[config.mk]
export PLATFORM = sky130hd
export DESIGN_NAME = uart_rx_fifo
export DESIGN_NICKNAME = d
export VERILOG_FILES = /design/src/rtl/uart_pkg.sv /design/src/rtl/uart_fifo_mem.sv /design/src/rtl/uart_rx_fifo.sv
export SDC_FILE = /design/constraint.sdc
export NUM_CORES = 1
export LEC_CHECK = 0
export CAP_MARGIN = 20
export CORE_MARGIN = 2
export CORE_UTILIZATION = 59
export DETAILED_ROUTE_END_ITERATION = 8
export HOLD_SLACK_MARGIN = 0.12
export PLACE_DENSITY = 0.78
export RECOVER_POWER = 50
export SETUP_SLACK_MARGIN = 0.2
export SLEW_MARGIN = 20
export SYNTH_ARGS = -nofsm -noshare
export SYNTH_HDL_FRONTEND = slang
export SYNTH_SLANG_ARGS = --single-unit
[constraint.sdc]
create_clock -name clk -period 2.9 [get_ports clk]
set_clock_uncertainty 0.2 [all_clocks]
set_input_delay 0.435 -clock clk [delete_from_list [all_inputs] [get_ports clk]]
set_output_delay 0.435 -clock clk [all_outputs]
set_load 0.02 [all_outputs]
[src/rtl/uart_pkg.sv]
// Shared UART receive-path types and default sizing.
package uart_pkg;

    localparam int unsigned UART_DATA_W        = 8;
    localparam int unsigned UART_RX_FIFO_DEPTH = 16;

    typedef struct packed {
        logic                   error;
        logic [UART_DATA_W-1:0] data;
    } uart_rx_word_t;

endpackage

[src/rtl/uart_fifo_mem.sv]
// Simple dual-port storage: one synchronous write port, one asynchronous read port.
module uart_fifo_mem
    import uart_pkg::*;
#(
    parameter int unsigned DEPTH  = UART_RX_FIFO_DEPTH,
    parameter type         word_t = uart_rx_word_t,
    localparam int unsigned ADDR_W = $clog2(DEPTH)
) (
    input  logic              clk,
    input  logic              we,
    input  logic [ADDR_W-1:0] waddr,
    input  word_t             wdata,
    input  logic [ADDR_W-1:0] raddr,
    output word_t             rdata
);

    word_t mem [DEPTH];

    // Contents are deliberately not reset; pointers decide what is valid.
    always_ff @(posedge clk) begin
        if (we) begin
            mem[waddr] <= wdata;
        end
    end

    assign rdata = mem[raddr];

endmodule

[src/rtl/uart_rx_fifo.sv]
// Receive-side FIFO behind the UART: absorbs bytes without backpressure, FWFT valid/ready out.
// Optional synchronous flush port when UART_RX_FIFO_FLUSH_EN is defined.
module uart_rx_fifo
    import uart_pkg::*;
#(
    parameter int unsigned DEPTH        = UART_RX_FIFO_DEPTH,
    parameter int unsigned DATA_W       = UART_DATA_W,
    parameter int unsigned AFULL_THRESH = 12
) (
    input  logic                     clk,
    input  logic                     reset,
    input  logic                     rx_data_valid,
    input  logic [DATA_W-1:0]        rx_data,
    input  logic                     rx_data_error,
    output logic                     m_valid,
    input  logic                     m_ready,
    output logic [DATA_W-1:0]        m_data,
    output logic                     m_error,
    output logic [$clog2(DEPTH):0]   level,
    output logic                     empty,
    output logic                     full,
    output logic                     almost_full,
    output logic                     overflow,
    input  logic                     overflow_clear
`ifdef UART_RX_FIFO_FLUSH_EN
    ,
    input  logic                     flush
`endif
);

    localparam int unsigned ADDR_W = $clog2(DEPTH);
    localparam int unsigned PTR_W  = ADDR_W + 1;

    typedef struct packed {
        logic              error;
        logic [DATA_W-1:0] data;
    } rx_word_t;

    logic [PTR_W-1:0] wr_ptr_q;
    logic [PTR_W-1:0] rd_ptr_q;

    logic [PTR_W-1:0] wr_ptr_n;
    logic [PTR_W-1:0] rd_ptr_n;
    logic [PTR_W-1:0] level_n;
    logic             empty_n;
    logic             full_n;
    logic             almost_full_n;
    logic             overflow_n;

    logic             flush_c;
    logic             pop_c;
    logic             push_c;
    logic             drop_c;

    rx_word_t         wr_word;
    rx_word_t         head_word;

`ifdef UART_RX_FIFO_FLUSH_EN
    assign flush_c = flush;
`else
    assign flush_c = 1'b0;
`endif

    // Handshake decode; a full FIFO still accepts a byte when the head leaves the same cycle.
    assign pop_c  = m_valid && m_ready;
    assign push_c = rx_data_valid && (!full || pop_c) && !flush_c;
    assign drop_c = rx_data_valid && full && !pop_c && !flush_c;

    assign wr_word = '{error: rx_data_error, data: rx_data};

    uart_fifo_mem #(
        .DEPTH  (DEPTH),
        .word_t (rx_word_t)
    ) u_mem (
        .clk   (clk),
        .we    (push_c),
        .waddr (wr_ptr_q[ADDR_W-1:0]),
        .wdata (wr_word),
        .raddr (rd_ptr_q[ADDR_W-1:0]),
        .rdata (head_word)
    );

    // Next pointers and status; flags derive from the next pointers so they never disagree.
    always_comb begin
        wr_ptr_n      = wr_ptr_q + PTR_W'(push_c);
        rd_ptr_n      = rd_ptr_q + PTR_W'(pop_c);
        overflow_n    = overflow;

        if (flush_c) begin
            wr_ptr_n = '0;
            rd_ptr_n = '0;
        end

        if (drop_c) begin
            overflow_n = 1'b1;
        end else if (overflow_clear) begin
            overflow_n = 1'b0;
        end

        level_n       = wr_ptr_n - rd_ptr_n;
        empty_n       = (wr_ptr_n == rd_ptr_n);
        full_n        = (wr_ptr_n[ADDR_W-1:0] == rd_ptr_n[ADDR_W-1:0]) &&
                        (wr_ptr_n[ADDR_W] != rd_ptr_n[ADDR_W]);
        almost_full_n = (level_n >= PTR_W'(AFULL_THRESH));
    end

    always_ff @(posedge clk or posedge reset) begin
        if (reset) begin
            wr_ptr_q    <= '0;
            rd_ptr_q    <= '0;
            level       <= '0;
            empty       <= 1'b1;
            full        <= 1'b0;
            almost_full <= 1'b0;
            m_valid     <= 1'b0;
            overflow    <= 1'b0;
        end else begin
            wr_ptr_q    <= wr_ptr_n;
            rd_ptr_q    <= rd_ptr_n;
            level       <= level_n;
            empty       <= empty_n;
            full        <= full_n;
            almost_full <= almost_full_n;
            m_valid     <= !empty_n;
            overflow    <= overflow_n;
        end
    end

    // Head is presented as zero while nothing is stored.
    assign m_data  = m_valid ? head_word.data  : '0;
    assign m_error = m_valid ? head_word.error : 1'b0;

endmodule

==> qor_table.md <==
| Metric | Value | Unit |
|:---|:---|:---|
| Run status | complete, but fails checks | - |
| Violated checks | negative setup slack | - |
| Combinational family with the most area after synthesis | multiplexers | - |
| Worst Hold Class | in2async | - |
| Switching power as a share of total power | 0.329 | - |
| Path length in cells of the critical path | 6 | - |
| Met2 routed WL | 7450 | µm |
| Proportion of synthesized area in mux cells | 0.132 | - |
| Final total power | 9190 | µW |
| Critical Path End Type | primary output | - |
| Share of the clock period used by the worst path after layout | 1.02 | - |
| Switching power | 3020 | µW |
| Total global routing overflow | 0 | - |
| Insertion delay to the later sink of the worst-skew pair | 0.51 | ns |
| Number of top-level pins | 33 | - |
| Slowest library cell on the worst path | mux4_2 | - |
| Synthesized area per cell | 20.5 | µm² |
| Clock transition at the registers of the reported paths | 0.06 | ns |
| Number of buffers inserted during clock tree synthesis | 17 | - |
| Biggest fanout along the worst timing path | 4 | - |
| Met3 WL post-DR | 998 | µm |
| Number of enable-type register cells in the synthesized netlist | 144 | - |
| Area fraction in compound gates after synthesis | 0.0384 | - |
| Cell depth of the worst flop-to-flop path | 11 | - |
| Origin of the critical flop-to-flop path | m_valid | - |
| Highest clock rate | 338 | MHz |
| Largest stage delay on the critical path | 0.50 | ns |
| Share of synthesized flip-flops with an asynchronous set or reset | 0.122 | - |
| Critical path start-end classification | reg2out | - |
| Share of the yosys chip area belonging to registers | 0.736 | - |
| Dominant register cell in the synthesized netlist | edfxtp_1 | - |
| Cells after Synth | 320 | - |
| Number of antenna violations at the first check in global routing | 0 | - |
| Wire length of the first global-routing pass | 21400 | µm |
| Vias per inst | 5.97 | - |
| Slew at the pin with the worst max-slew slack | 0.733 | ns |
| Buffers from clock root to sink, at most | 2 | - |
| Chain of cells forming the critical path | buf_4 -> bufbuf_16 -> mux4_2 -> a22oi_2 -> a21boi_1 -> buf_2 | - |
| Remaining routing DRC violations | 0 | - |
| Adder-cell share of the synthesized area | 0.0183 | - |
| Final hold violation count | 0 | - |
| Worst Setup Start Kind | flop | - |
| CP startpoint | rd_ptr_q[0] | - |
| Pins Over Slew Limit | 0 | - |
| Clk network pwr share | 0.229 | - |
| Die Span X | 109 | µm |
| Antenna Nets Post-Route | 0 | - |
| Post-synthesis share of cell area spent on xor and xnor gates | 0.0208 | - |
| Total number of placement rows | 38 | - |
| Routed length per instance | 25.1 | µm |
| Library cells used by synthesis | 36 | - |
| DRT Pass-1 Iters | 4 | - |
| Tot GR Track Use | 0.262 | - |
| Buffers and inverters on the worst path | 3 | - |
| Crit Reg-Reg Endpoint | almost_full | - |
| First DRT Iteration DRCs | 248 | - |
| Clock root buffer | clkbuf_8 | - |
| Maximum number of pins on one net before global-route repair | 38 | - |
| DRT met1 WL | 5190 | µm |
| Number of buffers added to fix hold violations after cts | 0 | - |
| Arrival time reported for the critical path endpoint | 2.32 | ns |
| Fin worst setup slack | -0.0551 | ns |
| Total of warnings raised by yosys | 0 | - |
| Routed vias | 3293 | - |
| Layout-stage area growth over the synthesis result | 22.1 | % |
| Post-synthesis cell area | 6560 | µm² |
| Final Setup Violations | 6 | - |
| Comb power frac | 0.427 | - |
| Fin crit period | 2.96 | ns |
| Accumulated negative setup slack | -0.209 | ns |
| Max VDD drop | 1080 | µV |
| Number of global-route vias before repair | 3574 | - |
| Level count of the clock H-tree | 4 | - |
| Buffers on Ports | 32 | - |
| Layout cells sized above 1 | 0.352 | - |
| Final weighted congestion of routability-driven global placement | 0.765 | - |
| Height of the die | 109 | µm |
| CTS tree | done | - |
| Worst hold slack | 0.288 | ns |
| Flip-flop and latch count after synthesis | 164 | - |
| Worst path required time | 2.27 | ns |
| # nets final | 422 | - |
| Die ar. | 12000 | µm² |
| Placed cell areas | 7210 | µm² |
| Post-DP HPWL | 8200 | µm |
| Worst max-slew margin expressed relative to the limit | 0.511 | - |
| Number of nets produced by synthesis | 343 | - |
| Internal portion of total power | 6170 | µW |
| Static power due to leakage | 0.00282 | µW |
| Placeable Area | 10800 | µm² |
| Synth Area in Simple Gates | 0.0286 | - |
| Post-route standard cell area excluding fillers | 8010 | µm² |
| Setup repair after global routing missed its margin | true | - |
| Wire length reported by the detailed router | 13900 | µm |
| Seq pwr share | 0.344 | - |
| Max layer used | met4 | - |
| Crit path max-delay family | buffers and inverters | - |
| Starting density of the core | 0.605 | - |
| FF-to-FF setup slack | 0.42 | ns |
| Diode insertion count for antenna repair | 0 | - |
| Number of clock sinks seen by CTS | 164 | - |
| Number of max-cap violations | 0 | - |
| Power per unit of standard cell area | 1150 | nW/µm² |
## worst max path at each step
stage	endpoint	slack [ns]
2_1_floorplan	almost_full	0.32
3_3_place_gp	m_data[2]	0.06
3_5_place_dp	almost_full	-0.003
4_1_cts	m_data[4]	-0.13
5_1_grt	m_data[2]	-0.12
6_report	m_data[3]	-0.06
## metrics by stage
step                      utilization  setup slack [ns]  std cells
final                           0.739           -0.0551        552
after global routing            0.739            -0.118        552
after CTS                       0.738            -0.132        551
after detailed placement        0.665          -0.00332        509
after global placement          0.665            0.0637        509
after floorplan                     -             0.325        320
## logic make-up (layout without fill, tap and decap cells)
| group | Yosys count | count (layout) |
|---|---|---|
| flops | 164 | 164 |
| mux | 36 | 36 |
| simple gates | 36 | 36 |
| compound gates | 34 | 34 |
| buf+inv | 28 | 120 |
| xor+xnor | 13 | 13 |
| fa+ha+maj | 9 | 9 |
## placed cells by master (no fill, tap or decap), types with 2 or more instances in the layout
cell / netlist / final
a21o_1: 3 / 3
a21boi_1: 9 / 5
a21boi_2: 1 / 4
clkbuf_8: 0 / 5
xor2_1: 3 / 3
nand3_1: 5 / 5
xnor2_2: 3 / 3
buf_6: 5 / 6
buf_2: 4 / 2
clkinv_2: 0 / 2
clkdlybuf4s50_1: 0 / 13
xnor2_1: 7 / 7
nor3_1: 3 / 3
nor2b_1: 2 / 2
a21oi_1: 2 / 2
nand3b_1: 2 / 2
nand2b_1: 2 / 2
mux4_2: 21 / 35
buf_4: 1 / 34
a22oi_2: 0 / 17
ha_1: 8 / 8
inv_1: 14 / 14
buf_12: 1 / 7
clkbuf_16: 0 / 18
dlygate4sd3_1: 0 / 10
nor2_1: 14 / 14
clkinv_4: 0 / 4
dfrtp_1: 19 / 18
edfxtp_1: 144 / 144
nand2_1: 2 / 3
## synthesized netlist by cell type (3+ instances only)
master    count  share of area
inv_1        14         0.0080
nor2_1       14         0.0080
nand3_1       5         0.0038
buf_6         5         0.0086
a21o_1        3         0.0034
nor3_1        3         0.0023
ha_1          8          0.015
mux4_1       15          0.060
xnor2_1       7         0.0094
mux4_2       21          0.072
a21boi_1      9          0.010
buf_2         4         0.0031
a22oi_1      18          0.021
edfxtp_1    144           0.66
xor2_1        3         0.0040
xnor2_2       3         0.0074
dfrtp_1      19          0.073
## sequential cells by signal, indices dropped and copies added, names as in the netlist, 5 cells and up
name       flops
level          5
u_mem.mem    144
wr_ptr_q       5
rd_ptr_q       5
## what timing repair did
| action | 4_1_cts | 5_1_grt |
|---|---|---|
| endpoints found under the hold margin | 0 | 0 |
| cloned | 2 | 0 |
| pin swaps | 13 | 7 |
| setup endpoints to repair | 9 | 9 |
| gates resized for setup | 77 | 12 |
| setup buffers | 8 | 1 |
## routing by layer
layer  vias up  global-route usage
met5         -                   0
met2       145               0.434
met1      1686               0.336
met4         0              0.0931
met3        16              0.0711
li1       1446                   -
## cell type report
type	instances	area, µm²
Fill cell	610	2830
Tap cell	140	175
Timing Repair Buffer	74	763
Sequential cell	164	4830
Inverter	14	52.6
Clock buffer	23	519
Multi-Input combinational cell	128	1600
Clock inverter	9	65.1
## power groups by stage
stage	logic (µW)	clock network [µW]	registers [µW]
2_1_floorplan	2160	0	3180
3_3_place_gp	3320	0	3180
3_5_place_dp	3400	0	3200
4_1_cts	3870	2140	3160
5_1_grt	4200	2240	3180
6_report	3930	2100	3160
No activity file was read; power rests on OpenSTA's default activity.
